$ cat src/rtl/lfsr_pkg.sv
// Shared constants, state encoding and next-state function for the 8-bit
// Fibonacci LFSR and its arbiter.
package lfsr_pkg;

  localparam int LFSR_W = 8;
  localparam logic [LFSR_W-1:0] LFSR_SEED = 8'hB8;
  // Feedback taps at bits 7, 5, 4 and 3.
  localparam logic [LFSR_W-1:0] LFSR_TAPS = 8'b1011_1000;

  typedef enum logic {
    ST_IDLE,
    ST_SERVE
  } state_t;

  function automatic logic [LFSR_W-1:0] lfsr_next(input logic [LFSR_W-1:0] n);
    return {^(n & LFSR_TAPS), n[LFSR_W-1:1]};
  endfunction

endpackage

$ cat src/rtl/lfsr_core.sv
// 8-bit LFSR state register with load and step controls; load beats step,
// and a zero load is replaced by the default seed to avoid lock-up.
module lfsr_core
  import lfsr_pkg::*;
(
  input  logic              clk,
  input  logic              rst,
  input  logic              step,
  input  logic              load,
  input  logic [LFSR_W-1:0] load_val,
  output logic [LFSR_W-1:0] state
);

  // NOTE: sequential state uses non-blocking assignments so every register
  // samples its inputs from before the edge, regardless of block ordering.
  always_ff @(posedge clk) begin
    if (rst) begin
      state <= LFSR_SEED;
    end else if (load) begin
      state <= (load_val == '0) ? LFSR_SEED : load_val;
    end else if (step) begin
      state <= lfsr_next(state);
    end
  end

endmodule

$ cat src/rtl/lfsr_arbiter.sv
// Round-robin arbiter sharing one LFSR: each grant delivers one fresh value,
// with seed loading and an optional idle free-run tick.
module lfsr_arbiter
  import lfsr_pkg::*;
#(
  parameter int NREQ     = 4,
  parameter int TICK_DIV = 0
) (
  input  logic              clk,
  input  logic              rst,
  input  logic [NREQ-1:0]   req,
  input  logic              seed_load,
  input  logic [LFSR_W-1:0] seed,
  output logic [NREQ-1:0]   gnt,
  output logic              rnd_valid,
  output logic [LFSR_W-1:0] rnd_out
);

  localparam int PTR_W = $clog2(NREQ);
  localparam logic [PTR_W-1:0] LAST_IDX = PTR_W'(NREQ - 1);
  localparam logic [31:0] TICK_LAST = 32'((TICK_DIV > 0) ? TICK_DIV - 1 : 0);

  state_t            state;
  logic [PTR_W-1:0]  ptr;
  logic [PTR_W-1:0]  winner;
  logic [PTR_W-1:0]  pick;
  logic              found;
  logic [31:0]       tick_cnt;
  logic              tick_hit;
  logic              idle;
  logic              lfsr_step;
  logic              lfsr_load;
  logic [LFSR_W-1:0] lfsr_q;

  // NOTE: combinational logic uses blocking assignments and gives every
  // output a default first, so no path leaves a value unassigned (no latch).
  always_comb begin
    logic [PTR_W-1:0] idx;
    found = 1'b0;
    pick  = ptr;
    idx   = ptr;
    for (int i = 0; i < NREQ; i++) begin
      if (!found && req[idx]) begin
        found = 1'b1;
        pick  = idx;
      end
      idx = (idx == LAST_IDX) ? '0 : idx + PTR_W'(1);
    end
  end

  assign idle      = (state == ST_IDLE);
  assign tick_hit  = (TICK_DIV != 0) && (tick_cnt == TICK_LAST);
  assign lfsr_load = idle && seed_load;
  assign lfsr_step = (state == ST_SERVE) || (idle && !seed_load && !(|req) && tick_hit);

  lfsr_core u_lfsr (
    .clk      (clk),
    .rst      (rst),
    .step     (lfsr_step),
    .load     (lfsr_load),
    .load_val (seed),
    .state    (lfsr_q)
  );

  always_ff @(posedge clk) begin
    if (rst) begin
      state     <= ST_IDLE;
      ptr       <= '0;
      winner    <= '0;
      tick_cnt  <= '0;
      gnt       <= '0;
      rnd_valid <= 1'b0;
      rnd_out   <= '0;
    end else begin
      case (state)
        ST_IDLE: begin
          // A seed load only touches the LFSR core; everything here holds.
          if (!seed_load) begin
            if (|req) begin
              winner    <= pick;
              gnt       <= NREQ'(1) << pick;
              rnd_valid <= 1'b1;
              rnd_out   <= lfsr_q;
              state     <= ST_SERVE;
            end else if (TICK_DIV != 0) begin
              tick_cnt <= tick_hit ? '0 : tick_cnt + 32'd1;
            end
          end
        end
        ST_SERVE: begin
          gnt       <= '0;
          rnd_valid <= 1'b0;
          ptr       <= (winner == LAST_IDX) ? '0 : winner + PTR_W'(1);
          state     <= ST_IDLE;
        end
        default: state <= ST_IDLE;
      endcase
    end
  end

endmodule

$ cat config.mk
export PLATFORM = sky130hd
export DESIGN_NAME = lfsr_arbiter
export DESIGN_NICKNAME = d
export VERILOG_FILES = /design/src/rtl/lfsr_pkg.sv /design/src/rtl/lfsr_core.sv /design/src/rtl/lfsr_arbiter.sv
export SDC_FILE = /design/constraint.sdc
export NUM_CORES = 1
export LEC_CHECK = 0
export CAP_MARGIN = 10
export CORE_UTILIZATION = 52
export CTS_CLUSTER_SIZE = 10
export DETAILED_ROUTE_END_ITERATION = 7
export PLACE_DENSITY = 0.84
export SLEW_MARGIN = 20
export SYNTH_ARGS = -nofsm -noshare
export SYNTH_HDL_FRONTEND = slang
export SYNTH_SLANG_ARGS = --single-unit
$ cat constraint.sdc
create_clock -name clk -period 2.6 [get_ports clk]
set_input_delay 0.39 -clock clk [delete_from_list [all_inputs] [get_ports clk]]
set_output_delay 0.39 -clock clk [all_outputs]
set_load 0.02 [all_outputs]
# Word-level counts from Yosys, hierarchy flattened
# Index checks and enable logic that the tools add are counted.
dict set report op_classes {
  n_addsub 4
  order_cmp 4
  eq_ne 6
  shifts 1
  mux 30
  n_bitwise 2
  n_reduce_logical 13
}
# cell count
set op_table {}
lappend op_table {{$mux W8} 3}
lappend op_table {{$mux W2} 7}
lappend op_table {{$lt A2 B3 Y1 const B} 4}
lappend op_table {{$mux W1} 11}
lappend op_table {{$add A2 B1 Y2 const B} 4}
lappend op_table {{$bmux W1 S2} 4}
lappend op_table {{$eq A2 B2 Y1 const B} 4}
lappend op_table {{$logic_not A8 Y1} 1}
lappend op_table {{$mux W4} 2}
lappend op_table {{$pmux W4 S2} 1}
lappend op_table {{$reduce_xor A8 Y1} 1}
lappend op_table {{$logic_and A1 B1 Y1} 4}
lappend op_table {{$pmux W1 S2} 2}
lappend op_table {{$reduce_or A4 Y1} 1}
lappend op_table {{$shl A1 B2 Y4 const A} 1}
lappend op_table {{$logic_not A1 Y1} 3}
lappend op_table {{$reduce_and A3 Y1} 1}
lappend op_table {{$ne A2 B1 Y1 const B} 1}
lappend op_table {{$ne A2 B2 Y1 const B} 1}
lappend op_table {{$not A1 Y1} 2}
lappend op_table {{$reduce_and A2 Y1} 1}
lappend op_table {{$reduce_bool A2 Y1} 1}
dict set report totals {
  ff_bits 26
  output_inout_bits 13
  elab_cells 67
}

# Longest topological paths before layout
dict set report depth {
  depth_word 16
  mapped_depth 9
}

# By module
# A second synthesis with hierarchy kept.
dict set report hier_totals {
  cells_unflattened 176
  hier_area_um2 1467.7
}
# module n_inst cells_per_inst area_per_inst_um2
set modules_own_cells {}
lappend modules_own_cells {lfsr_arbiter 1 126 1043.5}
lappend modules_own_cells {lfsr_core 1 50 424.2}

# Least setup slack after synthesis
# OpenSTA, ideal clock, no wires.
dict set report synth_timing {
  kind {flip-flop to flip-flop}
  startpoint {reg ptr[1]}
  endpoint {reg gnt[1]}
  setup_time_ns 0.116
  arrival_ns 2.077
  required_time_ns 2.484
  setup_slack_ns 0.407
  stages_incl_launch_ff 7
  path_buffers 1
  period_less_slack_ns 2.193
  path_cell_list {dfxtp_1 ha_1 buf_2 or4bb_1 a41o_1 a221o_1 a31o_2}
}
dict set report synth_via {
  elab_chain_len 16
}
# element line
set synth_lines {}
lappend synth_lines {{start, declared} lfsr_arbiter.sv:24} ;# logic [PTR_W-1:0] ptr;
lappend synth_lines {{start signal, assigned} lfsr_arbiter.sv:93} ;# ptr <= (winner == LAST_IDX) ? '0 : winner + PTR_W'(1);
lappend synth_lines {{parallel branches: the longest is 11 deep, another holds $add A2 B1 Y2} n/a}
lappend synth_lines {{$mux W2 *} lfsr_arbiter.sv:43} ;# if (!found && req[idx]) begin
lappend synth_lines {{$shl A1 B2 Y4 *} lfsr_arbiter.sv:81} ;# gnt <= NREQ'(1) << pick;
lappend synth_lines {{$mux W4 *} lfsr_arbiter.sv:79} ;# if (|req) begin
lappend synth_lines {{$mux W4 *} lfsr_arbiter.sv:78} ;# if (!seed_load) begin
lappend synth_lines {{$pmux W4 S2 *} lfsr_arbiter.sv:75} ;# case (state)
lappend synth_lines {{end signal, assigned} lfsr_arbiter.sv:81}
lappend synth_lines {{end, declared} lfsr_arbiter.sv:14} ;# output logic [NREQ-1:0] gnt,
# Mark *: on every way between the ends. The select of a mux whose other input is x is not followed.
# A chain may end at the register's enable or synchronous reset.

# Worst setup path in the final report
dict set report layout_timing {
  startpoint {reg ptr[1]}
  endpoint {reg gnt[2]}
}
# The elaborated chain is that of the path after synthesis.

==> summary.txt <==
crit path launch: ptr[1]
CTS tree: yes
Post-synth top cells: dfxtp_1 (26), nand2_1 (24), nor2_1 (23), a21oi_1 (17)
# rows: 19
Async SR Flop Fraction: 0%
Crit path arrival time: 2.68 ns
dpl cells: 247
fin nets: 238
clock slew at reported path FFs: 0.13 ns
# resized after CTS: 0
clk sinks: 26
post-DR vias/cell: 6.116
root buf cell: clkbuf_4
reg2reg start: ptr[1]
relative slew slack: 69.51%
Post-Syn Nets: 212
synth unique cells: 50
Detailed Place HPWL: 2.858 mm
adder-cell share of the synthesized area: 1.589%
Synth Instances: 195
main combinational cell family by area after synthesis: compound AO/OA/AOI/OAI gates
PwrDens: 476.9 nW/um^2
Lkg Pwr: 0.7167 nW
Wirelength per Cell: 15.34 um
DRC viols: 0
WP buf/inv: 1
clock latency on the worst-skew pair: 0.31 ns
critical path cell sequence: ha_1 > mux4_2 > a2111oi_1 > or4_1 > a41oi_2 > inv_2 > o32ai_2
register-to-register setup slack: 0.15 ns
post-cts hold buffer count: 0
CP Data Required Time: 2.83 ns
Core Area: 2805 sq um
CTS HTree Levels: 1
Congestion Overflow GR: 0
Iteration-0 DRC Markers: 121
synthesized cell area: 1575 sq um
RSZ-0062 raised after global routing: no
Worst Hold Depth: 2
multi-input logic area: 955.9 sq um
xor and xnor fraction of the mapped netlist area: 2.224%
length in cells of the worst reg-to-reg path: 7
chip height: 57.04 um
Post-Layout Cell Count: 250
PortBufs: 27
Slew Limit Fails: 0
worst hold endpoint: rnd_out[1]
fmax: 408.9 MHz
# diodes: 0
Setup Viol. Count Final: 0
status: finished, final reports clean
Post-Synth Simple-Gate Area: 23.11%
VDD IR max: 403.2 uV
Routed Antenna Nets: 0
CP max stage cell: or4_1
Area Overhead vs Synth: 21.68%
IO Count: 28
EDFF count, synth: 0
cell accounting for the most synthesized area: dfxtp_1
Yosys reg bits: 26
Syn Area/Cell: 8.078 sq um
post-CTS setup buffer count: 0
max incr delay on CP: 0.52 ns
mux share of post-synthesis cell area: 9.214%
worst hold slack: 0.4635 ns
Critical Path Source Type: register
Yosys top cell area share: 33.04%
worst slew pin tran: 0.4559 ns
Synth Area in Compound Gates: 24.23%
Pre-antenna DRT Iters: 4
pin count of the biggest net entering global routing: 29
Worst Hold Launch: rnd_out[1]
layout cells sized above 1: 11.87%
fraction of the yosys area taken by sequential cells: 33.04%
Post-Route WL: 3.835 mm
Final Hold Vio Count: 0
HP Class: register to register
Starting Density: 56.16%
first-pass GRT wire length: 6.541 mm
Max Root-Sink Buffers: 2
Layout fillers: 235
Die Wd: 57.04 um
cell with the most instances after synthesis: dfxtp_1
reg2reg end: gnt[2]
FF+latch area: 520.5 sq um
critical path class: register to register
Largest delay share family, worst path: compound AO/OA/AOI/OAI gates
Final Cycle Share: 94.06%
largest fanout on the critical path: 8
gr usage total: 25.24%
crit end category: register
die area: 3254 sq um
DR vias: 1529
total negative setup slack: 0 ns
Yosys warnings: 0
Synth Flop Type: dfxtp_1
minimum clock period: 2.446 ns
number of global-route vias before repair: 1448
Worst Clk Skew: 0.007746 ns
initial antenna violation count: 0
Max-Cap Viols: 0
CTS buffer count: 3
dpl ws: 0.01145 ns
GPL Wtd Cong: 0.8488
Synth area leaders: dfxtp_1 (33%), mux2i_1 (6.4%), nand2_1 (5.7%)
worst setup margin: 0.1543 ns
==> kinds of logic after synthesis <==
group                      after synthesis
adders and majority gates                2
xor gates and xnor gates                 4
muxes                                   13
AOI/OAI and AO/OA                       52
and+or+nand+nor                         74
DFF                                     26
buffers and inverters                   24
==> through the flow <==
step                      power, mW  cell area, sq um  utilization (%)
after floorplan              0.6520              1575                -
after global placement       0.7436              1889            67.35
after detailed placement     0.7535              1889            67.35
after CTS                    0.9143              1912            68.15
after global routing         0.9618              1917            68.33
final                        0.9141              1917            68.33
==> where the power goes <==
group / switching, mW / internal (mW) / total, mW
clock network: 0.110 / 0.0542 / 0.164
logic: 0.160 / 0.140 / 0.300
registers: 0.0217 / 0.428 / 0.450
==> worst max-delay path by stage <==
stage / end / slack (ns) / cells after the start
4_1_cts: gnt[1] / 0.16 / 5
3_5_place_dp: gnt[2] / 0.01 / 8
2_1_floorplan: gnt[1] / 0.41 / 6
3_3_place_gp: gnt[0] / 0.09 / 6
6_report: gnt[2] / 0.15 / 7
5_1_grt: gnt[0] / 0.03 / 5
==> layout by cell type (no fill, tap or decap), types with 4 or more instances in the layout <==
cell type / count
a21oi_1: 17
buf_4: 11
clkdlybuf4s50_1: 27
dfxtp_1: 26
inv_1: 6
mux2i_1: 10
nand2_1: 24
nor2_1: 23
o21ai_0: 4
or4_1: 4
==> state kept, by name, indices dropped and copies added, names as in the netlist <==
| name | flops |
|---|---|
| u_lfsr.state | 8 |
| rnd_out | 8 |
| lfsr_step | 1 |
| ptr | 2 |
| rnd_valid | 1 |
| winner | 2 |
| gnt | 4 |
==> routing by layer <==
layer | global-route usage (%) | vias up | share of wire, %
met1 | 33.48 | 721 | 46
met4 | 9.408 | 0 | 2.0
met2 | 42.02 | 44 | 48
li1 | - | 754 | -
met5 | 0 | - | 0
met3 | 3.401 | 10 | 3.8
==> worst min-delay path, stage by stage, from the launching register on <==
cell and delay, ns:
dfxtp_1 0.33, nand2_1 0.05, a21oi_1 0.05
==> area by class of cell <==
| type | instances | area share, % |
|---|---|---|
| clock buffers | 3 | 1.175 |
| repair buffers | 38 | 18.41 |
| inverters | 7 | 1.371 |
| well taps | 31 | 2.023 |
| flip-flops and latches | 26 | 27.15 |
| multi-input cells | 145 | 49.87 |
Power figures use the tool's default switching activity.
